===== config.mk =====
export PLATFORM = sky130hd
export DESIGN_NAME = factorizer_serial
export DESIGN_NICKNAME = d
export VERILOG_FILES = /design/src/rtl/factorizer_pkg.sv /design/src/rtl/mod_step.sv /design/src/rtl/factorizer_serial.sv
export SDC_FILE = /design/constraint.sdc
export NUM_CORES = 1
export LEC_CHECK = 0
export BUFFER_PORTS_ARGS = -buffer_cell sky130_fd_sc_hd__buf_2
export CORE_MARGIN = 8
export CORE_UTILIZATION = 35
export DETAILED_ROUTE_END_ITERATION = 6
export PLACE_DENSITY_LB_ADDON = 0.2
export SYNTH_ARGS = -nofsm -noshare
export SYNTH_HDL_FRONTEND = slang
export SYNTH_HIERARCHICAL = 1
export SYNTH_SLANG_ARGS = --single-unit

===== constraint.sdc =====
create_clock -name clk -period 6.7 [get_ports clk]
set_clock_uncertainty 0.15 [all_clocks]
set_input_delay 1.34 -clock clk [delete_from_list [all_inputs] [get_ports clk]]
set_output_delay 1.34 -clock clk [all_outputs]
set_load 0.05 [all_outputs]

===== src/rtl/factorizer_pkg.sv =====
// Shared definitions for the serial factorizer: FSM state encoding and parameter defaults.
package factorizer_pkg;

  localparam int unsigned FACT_WIDTH_DEF   = 7;
  localparam int unsigned FACT_MAX_DIV_DEF = 9;

  typedef logic [1:0] state_t;

  localparam state_t IDLE = 2'd0;
  localparam state_t RUN  = 2'd1;
  localparam state_t DONE = 2'd2;

endpackage


===== src/rtl/mod_step.sv =====
// One MSB-first residue step for a fixed divisor: r' = (2r+b >= DIV) ? 2r+b-DIV : 2r+b.
module mod_step #(
  parameter int unsigned DIV = 3,
  parameter int unsigned RW  = 4
) (
  input  logic [RW-1:0] residue,
  input  logic          bit_in,
  output logic [RW-1:0] residue_next
);

  logic [RW:0] t_c;

  // Residue stays below DIV, so a single conditional subtract keeps it reduced.
  always_comb begin
    t_c          = {residue, bit_in};
    residue_next = RW'(t_c);
    if (t_c >= (RW+1)'(DIV)) begin
      residue_next = RW'(t_c - (RW+1)'(DIV));
    end
  end

endmodule


===== src/rtl/factorizer_serial.sv =====
// Bit-serial divisibility tester: reports which of 2..MAX_DIV divide the operand.
module factorizer_serial
  import factorizer_pkg::*;
#(
  parameter int unsigned WIDTH   = FACT_WIDTH_DEF,
  parameter int unsigned MAX_DIV = FACT_MAX_DIV_DEF
) (
  input  logic                       clk,
  input  logic                       reset,
  input  logic                       in_valid,
  output logic                       in_ready,
  input  logic [WIDTH-1:0]           number,
  output logic                       out_valid,
  input  logic                       out_ready,
  output logic [MAX_DIV-2:0]         factors,
  output logic [$clog2(MAX_DIV)-1:0] factor_count
);

  localparam int unsigned RW   = $clog2(MAX_DIV);
  localparam int unsigned NDIV = MAX_DIV - 1;
  localparam int unsigned CW   = $clog2(WIDTH);

  state_t                   state_q, state_d;
  logic [WIDTH-1:0]         shreg_q, shreg_d;
  logic [CW-1:0]            cnt_q, cnt_d;
  logic [NDIV-1:0][RW-1:0]  res_q, res_d, res_nxt_c;
  logic [NDIV-1:0]          factors_q, factors_d;
  logic [RW-1:0]            fcount_q, fcount_d;
  logic                     in_ready_q, in_ready_d;
  logic                     out_valid_q, out_valid_d;
  logic [NDIV-1:0]          zero_c;
  logic [RW-1:0]            pop_c;

  // One residue stepper per divisor, all fed the current operand MSB.
  for (genvar d = 2; d <= MAX_DIV; d++) begin : g_div
    mod_step #(
      .DIV (d),
      .RW  (RW)
    ) u_step (
      .residue      (res_q[d-2]),
      .bit_in       (shreg_q[WIDTH-1]),
      .residue_next (res_nxt_c[d-2])
    );
  end

  // Divisibility flags and their population count from the post-step residues.
  always_comb begin
    pop_c = '0;
    for (int unsigned i = 0; i < NDIV; i++) begin
      zero_c[i] = (res_nxt_c[i] == '0);
      pop_c     = pop_c + RW'(zero_c[i]);
    end
  end

  // Next-state and datapath control.
  always_comb begin
    state_d   = state_q;
    shreg_d   = shreg_q;
    cnt_d     = cnt_q;
    res_d     = res_q;
    factors_d = factors_q;
    fcount_d  = fcount_q;

    case (state_q)
      IDLE: begin
        if (in_valid) begin
          shreg_d = number;
          res_d   = '0;
          cnt_d   = CW'(WIDTH - 1);
          state_d = RUN;
        end
      end
      RUN: begin
        shreg_d = shreg_q << 1;
        res_d   = res_nxt_c;
        cnt_d   = cnt_q - CW'(1);
        if (cnt_q == '0) begin
          cnt_d     = '0;
          factors_d = zero_c;
          fcount_d  = pop_c;
          state_d   = DONE;
        end
      end
      DONE: begin
        if (out_ready) begin
          state_d = IDLE;
        end
      end
      default: begin
        state_d = IDLE;
      end
    endcase

    in_ready_d  = (state_d == IDLE);
    out_valid_d = (state_d == DONE);
  end

  // State and datapath registers; reset wins over any handshake on the same edge.
  always_ff @(posedge clk) begin
    if (reset) begin
      state_q     <= IDLE;
      shreg_q     <= '0;
      cnt_q       <= '0;
      res_q       <= '0;
      factors_q   <= '0;
      fcount_q    <= '0;
      in_ready_q  <= 1'b1;
      out_valid_q <= 1'b0;
    end else begin
      state_q     <= state_d;
      shreg_q     <= shreg_d;
      cnt_q       <= cnt_d;
      res_q       <= res_d;
      factors_q   <= factors_d;
      fcount_q    <= fcount_d;
      in_ready_q  <= in_ready_d;
      out_valid_q <= out_valid_d;
    end
  end

  assign in_ready     = in_ready_q;
  assign out_valid    = out_valid_q;
  assign factors      = factors_q;
  assign factor_count = fcount_q;

endmodule


==> flow_metrics.env <==
export IMPL_yosys_warnings=6
export IMPL_ir_worst_vdd_uv=146
export IMPL_vias=2574
export IMPL_clk_latency_ps=330
export IMPL_critPathLaunchType="register"
export IMPL_syn_to_final_growth_pct=9.34
export IMPL_synth_edf_count=0
export IMPL_cts_tree="built"
export IMPL_final_antenna_net_count=0
export IMPL_rrSetupSlack_ps=2230
export IMPL_cp_startpoint="shreg_q[6]"
export IMPL_routed_wl_microns=6880
export IMPL_cts_setup_buffers=0
export IMPL_status="completed"
export IMPL_io_pins=25
export IMPL_async_flop_share_pct=0
export IMPL_die_h_microns=110
export IMPL_grt_overflow_total=0
export IMPL_netlist_top_cells_area="dfxtp_1 (37%), a22oi_1 (7.7%), nor2_1 (5.9%), ha_1 (5.6%), a21oi_1 (4.7%)"
export IMPL_cap_violations=0
export IMPL_p_leak_nw=1.34
export IMPL_drive_gt1_share_pct=16.5
export IMPL_synth_mux_area_share_pct=1.29
export IMPL_yosysSeqAreaShare_pct=37.3
export IMPL_yosys_area_share_simple_pct=20.1
export IMPL_drc_errors=0
export IMPL_slew_headroom_pct=27.8
export IMPL_synth_top_family_by_area="compound AO/OA/AOI/OAI gates"
export IMPL_die_area_sq_um=12200
export IMPL_syn_num_nets=389
export IMPL_final_cell_area_sq_um=3400
export IMPL_worstPathRequired_ps=6800
export IMPL_clock_sinks=58
export IMPL_vias_per_cell=5.32
export IMPL_synth_xor_area_share_pct=0.563
export IMPL_cts_inserted_buffers=9
export IMPL_endpoint_kind="register"
export IMPL_r2r_cells=14
export IMPL_dp_hpwl_microns=4400
export IMPL_start_util_pct=35.8
export IMPL_firstDrtPassIters=4
export IMPL_nNetsFinal=400
export IMPL_synth_top_area_share_pct=37.3
export IMPL_criticalPathCategory="register to register"
export IMPL_synth_flop_cell="dfxtp_1"
export IMPL_cts_max_path_buffers=2
export IMPL_grt_antenna_before_repair=0
export IMPL_cts_root_buffer="clkbuf_8"
export IMPL_gp_congestion=0.798
export IMPL_cts_hold_buf=0
export IMPL_synth_distinct_cells=55
export IMPL_cts_clk_slew_worst_paths_ps=70
export IMPL_cp_endpoint="factor_count[1]"
export IMPL_finalCritPeriodShare_pct=66.7
export IMPL_syn_mean_instance_area_sq_um=8.64
export IMPL_hold_path_class="register to register"
export IMPL_worstPathArrival_ps=4570
export IMPL_n_antenna_cell=0
export IMPL_synth_largest_area_cell="dfxtp_1"
export IMPL_drv_slew=0
export IMPL_synthAdderAreaFrac_pct=8.21
export IMPL_wl_per_cell_microns=14.2
export IMPL_syn_instance_count=360
export IMPL_ys_ff_latch=58
export IMPL_fmax_mhz=224
export IMPL_synth_commonest_cells="dfxtp_1 (58), nor2_1 (49), a22oi_1 (32)"
export IMPL_htreeDepth=3
export IMPL_rr_endpoint="factor_count[1]"
export IMPL_r2r_start="shreg_q[6]"
export IMPL_grt_max_degree=59
export IMPL_grt_usage_pct=12.0
export IMPL_grt_pass1_wl_microns=11600
export IMPL_hold_viol=0
export IMPL_tightest_slew_ps=1080
export IMPL_die_width_microns=110
export IMPL_synth_compound_area_share_pct=24.4
export IMPL_rsz0062_at_grt="false"
export IMPL_postPlaceCellArea_sq_um=3200
export IMPL_pwr_density_cell_nw_per_um2=309
export IMPL_ctsResizeCount=0
export IMPL_finalSetupViolations=0
export IMPL_fin_crit_ps=4470
export IMPL_synth_most_common_cell="dfxtp_1"
export IMPL_fp_row_count=34
export IMPL_fin_tns_setup_ps=0
export IMPL_grt_pass1_vias=2461
export IMPL_portBuffers=24
export IMPL_initialDrtViolationCount=121
export IMPL_cp_max_fo=11
export IMPL_syn_area_sq_um=3110
export IMPL_core_sq_um=8680
-- cell type report --
| type | instances | area, sq um |
|---|---|---|
| Inverter | 20 | 75.1 |
| Timing Repair Buffer | 26 | 135 |
| Sequential cell | 58 | 1160 |
| Tap cell | 108 | 135 |
| Clock inverter | 2 | 35.0 |
| Fill cell | 912 | 5280 |
| Multi-Input combinational cell | 256 | 1700 |
| Clock buffer | 14 | 163 |
-- through the flow --
step | cells | utilization, % | power [mW] | hold WS (ps) | worst slack [ps]
floorplan | 360 | - | 0.677 | 304 | 2320
global placement | 468 | 36.9 | 0.734 | 292 | 2390
detailed placement | 468 | 36.9 | 0.734 | 295 | 2240
CTS | 484 | 39.2 | 1.07 | 305 | 2210
global route | 484 | 39.2 | 1.13 | 326 | 1930
finish | 484 | 39.2 | 1.05 | 301 | 2230
-- how the worst min path moves through the flow --
stage | endpoint | slack, ps | cells after the start | from
after global routing | factors[2] | 330 | 2 | factors[2]
after CTS | factors[4] | 300 | 2 | factors[4]
final | factors[4] | 300 | 2 | factors[4]
after global placement | factor_count[3] | 290 | 2 | factor_count[3]
after detailed placement | factors[4] | 300 | 2 | factors[4]
after floorplan | shreg_q[0] | 300 | 2 | shreg_q[0]
-- cell families (layout without fill, tap and decap cells) --
| logic type | after synthesis | after routing |
|---|---|---|
| xor gates and xnor gates | 2 | 2 |
| buffers and inverters | 46 | 62 |
| AOI/OAI and AO/OA | 111 | 111 |
| adders and majority gates | 18 | 18 |
| and+or+nand+nor | 121 | 121 |
| DFF | 58 | 58 |
| muxes | 4 | 4 |
-- state kept, by name (all words and copies together), names as in the netlist --
name	count
res_q	32
in_ready	1
factor_count	4
state_q	2
shreg_q	7
cnt_q	3
out_valid	1
factors	8
-- cells in the final DEF (no fill, tap or decap), types with 3 or more instances in the layout --
master and instances:
or4_4 3, a211oi_2 3, ha_1 14, o21ai_0 16
nor2_2 4, nand3_1 4, inv_1 20, nand2_1 31
buf_2 24, nor3_1 3, a21o_1 4, a211oi_1 6
nand2b_1 4, dfxtp_1 58, a21oi_1 29, clkbuf_1 3
nor4_1 6, nor2_1 49, fa_1 4, a22oi_1 32
clkbuf_8 11, mux2i_1 4
-- power by group --
| part | internal [mW] | switching, mW | leakage [nW] | total (mW) |
|---|---|---|---|---|
| sequential | 0.371 | 0.0207 | 0.472 | 0.391 |
| combinational | 0.124 | 0.207 | 0.768 | 0.331 |
| clock | 0.192 | 0.135 | 0.101 | 0.327 |
-- critical path, cell delays in order, from the launching register on --
cell	delay (ps)
dfxtp_1	420
ha_1	270
or4_4	460
nand3_1	100
o21ai_0	110
nor4_1	540
fa_1	500
inv_1	80
fa_1	400
inv_1	70
fa_1	410
ha_1	210
inv_1	70
fa_1	410
a211oi_2	180
-- layer usage --
metal / GRT usage, % / wire (microns) / vias to the layer above / share of wire [%]
li1: - / - / 1291 / -
met1: 15.2 / 3320 / 1238 / 48
met2: 18.8 / 3220 / 33 / 47
met3: 3.14 / 220 / 12 / 3.2
met4: 5.52 / 121 / 0 / 1.8
met5: 0 / 0 / - / 0
(Power assumes the default switching activity.)
